--- src/rtl/miriscv_lsu_pipe.sv ---
// Pipelined load-store unit: one op per cycle into an issue register, up to
// MAX_OUTSTANDING granted ops tracked in an in-order pending FIFO.
module miriscv_lsu_pipe #(
    parameter int XLEN            = 32,
    parameter int MAX_OUTSTANDING = 2,
    parameter int TAG_W           = 5,
    parameter int MISALIGN_TRAP   = 1
) (
    input  logic              clk_i,
    input  logic              arstn_i,
    input  logic              lsu_req_i,
    output logic              lsu_ready_o,
    input  logic              lsu_kill_i,
    input  logic              lsu_we_i,
    input  logic [2:0]        lsu_size_i,
    input  logic [XLEN-1:0]   lsu_addr_i,
    input  logic [XLEN-1:0]   lsu_data_i,
    input  logic [TAG_W-1:0]  lsu_tag_i,
    output logic              lsu_rvalid_o,
    output logic [XLEN-1:0]   lsu_rdata_o,
    output logic [TAG_W-1:0]  lsu_rtag_o,
    output logic              lsu_exc_o,
    output logic [XLEN-1:0]   lsu_exc_addr_o,
    output logic [TAG_W-1:0]  lsu_exc_tag_o,
    output logic              data_req_o,
    input  logic              data_gnt_i,
    output logic              data_we_o,
    output logic [XLEN/8-1:0] data_be_o,
    output logic [XLEN-1:0]   data_addr_o,
    output logic [XLEN-1:0]   data_wdata_o,
    input  logic              data_rvalid_i,
    input  logic [XLEN-1:0]   data_rdata_i
);
    localparam int PW = (MAX_OUTSTANDING > 1) ? $clog2(MAX_OUTSTANDING) : 1;
    localparam int CW = $clog2(MAX_OUTSTANDING + 1);

    function automatic logic [3:0] calc_be(input logic [2:0] size, input logic [1:0] off);
        case (size[1:0])
            2'b00:   calc_be = 4'b0001 << off;
            2'b01:   calc_be = 4'b0011 << off;
            default: calc_be = 4'b1111;
        endcase
    endfunction

    function automatic logic [31:0] calc_wdata(input logic [2:0] size, input logic [31:0] d);
        case (size[1:0])
            2'b00:   calc_wdata = {4{d[7:0]}};
            2'b01:   calc_wdata = {2{d[15:0]}};
            default: calc_wdata = d;
        endcase
    endfunction

    function automatic logic [31:0] extract(input logic [2:0] size, input logic [1:0] off,
                                            input logic [31:0] rd);
        logic [31:0] sh;
        sh = rd >> {off, 3'b000};
        case (size)
            3'b000:  extract = {{24{sh[7]}}, sh[7:0]};
            3'b001:  extract = {{16{sh[15]}}, sh[15:0]};
            3'b100:  extract = {24'b0, sh[7:0]};
            3'b101:  extract = {16'b0, sh[15:0]};
            default: extract = rd;
        endcase
    endfunction

    logic             iss_vld, iss_killed, rdy_en;
    logic [2:0]       iss_size;
    logic [1:0]       iss_off;
    logic [TAG_W-1:0] iss_tag;
    logic [PW-1:0]    wp, rp;
    logic [CW-1:0]    count;
    logic [CW:0]      occ;

    logic                       fifo_we   [MAX_OUTSTANDING];
    logic [2:0]                 fifo_size [MAX_OUTSTANDING];
    logic [1:0]                 fifo_off  [MAX_OUTSTANDING];
    logic [TAG_W-1:0]           fifo_tag  [MAX_OUTSTANDING];
    logic [MAX_OUTSTANDING-1:0] fifo_killed;

    logic       fire, push, pop, accept, misal, illegal, trap, issue_new;
    logic [1:0] off_in, eff_off;

    assign fire = iss_vld & data_gnt_i;
    assign push = fire;
    assign pop  = data_rvalid_i & (count != '0);
    assign occ  = {1'b0, count} + (CW+1)'(iss_vld);

    // Ready depends only on flops plus data_gnt_i and kill; kill blocks acceptance.
    assign lsu_ready_o = rdy_en & ~lsu_kill_i & (~iss_vld | fire)
                       & (occ < (CW+1)'(MAX_OUTSTANDING));
    assign accept = lsu_req_i & lsu_ready_o;

    assign off_in  = lsu_addr_i[1:0];
    assign misal   = (lsu_size_i[1:0] == 2'b01 && off_in[0])
                   | (lsu_size_i[1:0] == 2'b10 && off_in != 2'b00);
    assign illegal = (lsu_size_i == 3'b011) | (lsu_size_i[2:1] == 2'b11)
                   | (lsu_we_i & lsu_size_i[2]);
    assign trap      = illegal | ((MISALIGN_TRAP != 0) & misal);
    assign issue_new = accept & ~trap;

    always_comb begin
        eff_off = off_in;
        case (lsu_size_i[1:0])
            2'b01:   eff_off = {off_in[1], 1'b0};
            2'b10:   eff_off = 2'b00;
            default: eff_off = off_in;
        endcase
    end

    assign data_req_o = iss_vld;

    // Issue register: bus fields come straight from these flops.
    always_ff @(posedge clk_i or negedge arstn_i) begin
        if (!arstn_i) begin
            rdy_en       <= 1'b0;
            iss_vld      <= 1'b0;
            iss_killed   <= 1'b0;
            iss_size     <= '0;
            iss_off      <= '0;
            iss_tag      <= '0;
            data_we_o    <= 1'b0;
            data_be_o    <= '0;
            data_addr_o  <= '0;
            data_wdata_o <= '0;
        end else begin
            rdy_en <= 1'b1;
            if (fire)
                iss_vld <= 1'b0;
            if (lsu_kill_i)
                iss_killed <= 1'b1;
            if (issue_new) begin
                iss_vld      <= 1'b1;
                iss_killed   <= 1'b0;
                iss_size     <= lsu_size_i;
                iss_off      <= eff_off;
                iss_tag      <= lsu_tag_i;
                data_we_o    <= lsu_we_i;
                data_be_o    <= calc_be(lsu_size_i, eff_off);
                data_addr_o  <= {lsu_addr_i[XLEN-1:2], 2'b00};
                data_wdata_o <= calc_wdata(lsu_size_i, lsu_data_i);
            end
        end
    end

    // Pending FIFO control
    always_ff @(posedge clk_i or negedge arstn_i) begin
        if (!arstn_i) begin
            wp    <= '0;
            rp    <= '0;
            count <= '0;
        end else begin
            if (push)
                wp <= (wp == PW'(MAX_OUTSTANDING-1)) ? '0 : wp + 1'b1;
            if (pop)
                rp <= (rp == PW'(MAX_OUTSTANDING-1)) ? '0 : rp + 1'b1;
            if (push && !pop)
                count <= count + 1'b1;
            else if (!push && pop)
                count <= count - 1'b1;
        end
    end

    // FIFO payload; kill marks every stored entry, a same-cycle push inherits it.
    always_ff @(posedge clk_i) begin
        if (lsu_kill_i)
            fifo_killed <= '1;
        if (push) begin
            fifo_we[wp]     <= data_we_o;
            fifo_size[wp]   <= iss_size;
            fifo_off[wp]    <= iss_off;
            fifo_tag[wp]    <= iss_tag;
            fifo_killed[wp] <= iss_killed | lsu_kill_i;
        end
    end

    // Response and exception registers
    always_ff @(posedge clk_i or negedge arstn_i) begin
        if (!arstn_i) begin
            lsu_rvalid_o   <= 1'b0;
            lsu_rdata_o    <= '0;
            lsu_rtag_o     <= '0;
            lsu_exc_o      <= 1'b0;
            lsu_exc_addr_o <= '0;
            lsu_exc_tag_o  <= '0;
        end else begin
            lsu_rvalid_o <= pop & ~fifo_killed[rp] & ~lsu_kill_i;
            if (pop) begin
                lsu_rtag_o  <= fifo_tag[rp];
                lsu_rdata_o <= fifo_we[rp] ? '0 : extract(fifo_size[rp], fifo_off[rp], data_rdata_i);
            end
            lsu_exc_o <= accept & trap;
            if (accept && trap) begin
                lsu_exc_addr_o <= lsu_addr_i;
                lsu_exc_tag_o  <= lsu_tag_i;
            end
        end
    end
endmodule

--- config.mk ---
export PLATFORM = sky130hd
export DESIGN_NAME = miriscv_lsu_pipe
export DESIGN_NICKNAME = d
export VERILOG_FILES = /design/src/rtl/miriscv_lsu_pipe.sv
export SDC_FILE = /design/constraint.sdc
export NUM_CORES = 1
export LEC_CHECK = 0
export ABC_AREA = 0
export BUFFER_PORTS_ARGS = -buffer_cell sky130_fd_sc_hd__buf_2
export CAP_MARGIN = 20
export CORE_MARGIN = 2
export CORE_UTILIZATION = 51
export DETAILED_ROUTE_END_ITERATION = 7
export PLACE_DENSITY = 0.84
export SLEW_MARGIN = 30
export SYNTH_ARGS = -nofsm -noshare
export SYNTH_HDL_FRONTEND = slang
export SYNTH_SLANG_ARGS = --single-unit
--- constraint.sdc ---
create_clock -name clk_i -period 2.45 [get_ports clk_i]
set_input_delay 0.3675 -clock clk_i [delete_from_list [all_inputs] [get_ports clk_i]]
set_output_delay 0.3675 -clock clk_i [all_outputs]
set_load 0.01 [all_outputs]
==> flow_summary_export.csv <==
group,metric,value,unit
global_routing,grt_max_degree,71,
power_and_ir_drop,peakVddDrop,0.7251,mV
sta,drv_slew,0,
global_routing,grt_pass1_wl,31.11,mm
layout,instances_no_fill,1140,
detailed_routing,post-route-drc-count,0,
synthesis,synthArstFlopShare,86.96,%
critical_path,slowest_stage,"a2111oi_4",
sta,setup_tns,0,ns
job,maxCapViolCount,0,
critical_path,arrival,2.59,ns
sta,min_period,2.256,ns
detailed_routing,via_per_inst,5.426,
sta,max_freq,443.2,MHz
floorplanning,die_w,130.2,um
cts,numClockSinks,184,
critical_path,crit_fanout,35,
floorplanning,start_util,51.66,%
power_and_ir_drop,power,12.44,mW
floorplanning,dieArea,16940,sq um
layout,syn2layout_area_growth,26.39,%
min_path,hold_path_class,"primary input to flip-flop",
detailed_routing,vias,6186,
detailed_routing,first_pass_iters,5,
sta,fin_crit_sh,92.09,%
synthesis,yosysUniqueCellTypes,50,
synthesis,synth_seq_cells,184,
cts,cts_root_buffer,"clkbuf_16",
critical_path,worstPathCellList,"nand2b_4 -> a2111oi_4 -> nor3b_4 -> clkbuf_16 -> buf_4 -> nor2_1 -> a31oi_1",
critical_path,setup.worst_path.start_class,"flip-flop",
cts,h-tree-depth,4,
cts,cts.clk_slew.worst_paths,0.07,ns
cts,cts_buffers,17,
status,status,"finished, final reports clean",
critical_path,reg2reg_setup_slack,0.19,ns
synthesis,synth_area,8118,sq um
detailed_routing,drt_iter0_drc,307,
placement,place_congestion,0.8615,
layout,fin_util,65.30,%
placement,place_hpwl,14.58,mm
placement,port-buffer-count,255,
layout,n_antenna_cell,0,
critical_path,crit_type,"flip-flop to flip-flop",
synthesis,yosysWarnings,0,
sta,rsz0062_at_grt,"no",
global_routing,first_global_vias,6086,
cts,clock_latency,0.42,ns
synthesis,postSynthAreaPerCell,12.34,sq um
floorplanning,ios,258,
floorplanning,die_h,130.2,um
layout,nFillCells,1221,
sta,slew-limit-headroom,54.69,%
cts,cts_tree,"built",
synthesis,synth_flop_cell,"dfrtp_1",
global_routing,gr-total-overflow,0,
sta,hold_viol,0,
power_and_ir_drop,p_leak,4.903,nW
placement,dp.cells,1105,
synthesis,netlist_instances,658,
power_and_ir_drop,power.density,1213,nW/um^2
critical_path,required,2.78,ns
detailed_routing,wl_per_cell,17.71,um
layout,fin_nets,1027,
critical_path,cpPeakStageDelay,0.45,ns
floorplanning,core-area,15710,sq um
detailed_routing,ant_nets,0,
global_routing,antenna_found_initial,0,
synthesis,synth-edff-count,22,
cts,cts_buffer_depth,2,
floorplanning,num_rows,46,
global_routing,grtUsageTotal,23.70,%
sta,fin_skew,0.01076,ns
synthesis,synth.yosys.seq_area_share,57.95,%
detailed_routing,drt-total-wl,20.19,mm
sta,setup_viol,0,
critical_path,cp-end-kind,"flip-flop",
sta,worst_pin_slew,0.6756,ns
layout,drive_gt1_share,39.61,%
critical path, delay by kind of cell (launching register included):
family,cells,cell delay (ns)
and+or+nand+nor,3,0.59
AOI/OAI and AO/OA,2,0.59
buffers and inverters,2,0.53
DFF,1,0.44
final timing paths:
kind	from	endpoint	depth (start not counted)
setup / recovery	count[0]	data_wdata_o[27]	7
hold / removal	lsu_addr_i[5]	data_addr_o[5]	2
setup reg to reg	count[0]	data_wdata_o[27]	7
hold reg to reg	fifo_killed[1]	lsu_rvalid_o	1
max in group asynchronous	arstn_i	lsu_rdata_o[16]	3
min in group asynchronous	arstn_i	lsu_rtag_o[1]	2
cell usage in the layout, fill, tap and decap left out, types with 5 or more instances in the layout:
master	Yosys	routed
nor2_1	53	53
a32oi_1	7	7
mux2_1	48	48
a31oi_1	26	26
buf_2	9	254
a21oi_1	18	18
buf_4	10	16
clkbuf_16	0	18
a22oi_1	18	18
nand2_1	50	50
nand2b_1	6	6
a221oi_1	9	9
o21a_1	18	18
mux2i_1	22	22
o21ai_0	38	37
nor2b_1	7	7
dfrtp_1	160	160
edfxtp_1	22	22
inv_1	10	10
ha_1	5	5
o21ai_1	5	5
o2bb2ai_1	7	7
mux2_2	48	48
flip-flops by register name, indices dropped and copies added, names as in the netlist, 2 cells and up:
register / flops
lsu_exc_addr_o: 32
fifo_we: 2
fifo_size: 6
lsu_exc_tag_o: 5
lsu_rtag_o: 5
fifo_off: 4
iss_tag: 5
fifo_killed: 2
data_addr_o: 30
lsu_rdata_o: 32
data_be_o: 4
iss_size: 3
count: 2
fifo_tag: 10
data_wdata_o: 32
iss_off: 2
power by group:
group / internal (mW) / switching, mW
logic: 2.02 / 2.37
registers: 4.43 / 0.749
clock network: 1.69 / 1.19
routing by layer:
metal / global-route usage, % / up-vias / wire length (um)
li1: - / 2874 / -
met4: 7.653 / 0 / 436
met2: 39.30 / 268 / 10010
met1: 29.92 / 3004 / 8142
met5: 0 / - / 0
met3: 7.339 / 40 / 1600
kinds of logic (layout without fill, tap and decap cells):
family / count (synthesis) / in the layout / share of synthesized area, %
DFF: 184 / 184 / 57.95
AOI/OAI and AO/OA: 162 / 162 / 13.59
and+or+nand+nor: 126 / 126 / 6.643
muxes: 120 / 120 / 16.48
buffers and inverters: 54 / 319 / 3.930
adders and majority gates: 5 / 5 / 0.7707
xor gates and xnor gates: 5 / 5 / 0.5396
other: 2 / 3 / 0.09251
what timing repair did:
action / in CTS / in global routing
gates resized for setup: 0 / 3
hold buffers: 1 / 0
setup buffers: 0 / 1
endpoints found under the hold margin: 52 / 0
endpoints found under the setup margin: 0 / 8
cells in the mapped netlist (2+ instances only):
cell type / instances / area, sq um
nor3b_1: 2 / 15.01
mux2_2: 48 / 540.5
o21a_1: 18 / 135.1
o2bb2ai_1: 7 / 61.31
a32oi_1: 7 / 61.31
nor2_1: 53 / 198.9
clkbuf_1: 13 / 48.80
nor2b_1: 7 / 43.79
conb_1: 2 / 7.510
inv_1: 10 / 37.54
mux2_1: 48 / 540.5
a22oi_1: 18 / 135.1
nand2b_1: 6 / 37.54
o21ai_0: 38 / 190.2
a211o_1: 3 / 26.28
a21oi_1: 18 / 90.09
xor2_1: 2 / 17.52
xnor2_1: 3 / 26.28
buf_1: 3 / 11.26
edfxtp_1: 22 / 660.6
dfxtp_1: 2 / 40.04
buf_4: 10 / 75.07
a221oi_1: 9 / 78.83
buf_2: 9 / 45.04
dfrtp_1: 160 / 4004
o211ai_1: 3 / 22.52
ha_1: 5 / 62.56
o21ai_1: 5 / 25.02
buf_6: 9 / 101.4
nand2_1: 50 / 187.7
nand3_1: 3 / 15.01
a31oi_1: 26 / 162.7
mux2i_1: 22 / 220.2
final cells by class:
type | instances | area [sq um] | share of cell area, %
well taps | 216 | 270.3 | 2.634
flip-flops and latches | 184 | 4705 | 45.85
multi-input cells | 421 | 3126 | 30.46
clock inverters | 11 | 161.4 | 1.573
repair buffers | 277 | 1500 | 14.62
clock buffers | 21 | 460.4 | 4.488
inverters | 10 | 37.54 | 0.3659
per-stage QoR:
| stage | worst slack [ns] | area, sq um | hold WS [ns] |
|---|---|---|---|
| floorplan | 0.4787 | 8122 | 0.07191 |
| global placement | 0.2070 | 9594 | 0.3779 |
| detailed placement | 0.1269 | 9594 | 0.3744 |
| CTS | 0.1101 | 10230 | 0.1628 |
| global route | 0.03865 | 10260 | 0.1644 |
| finish | 0.1938 | 10260 | 0.1803 |
Note: power is estimated with default switching activity, not from simulation.
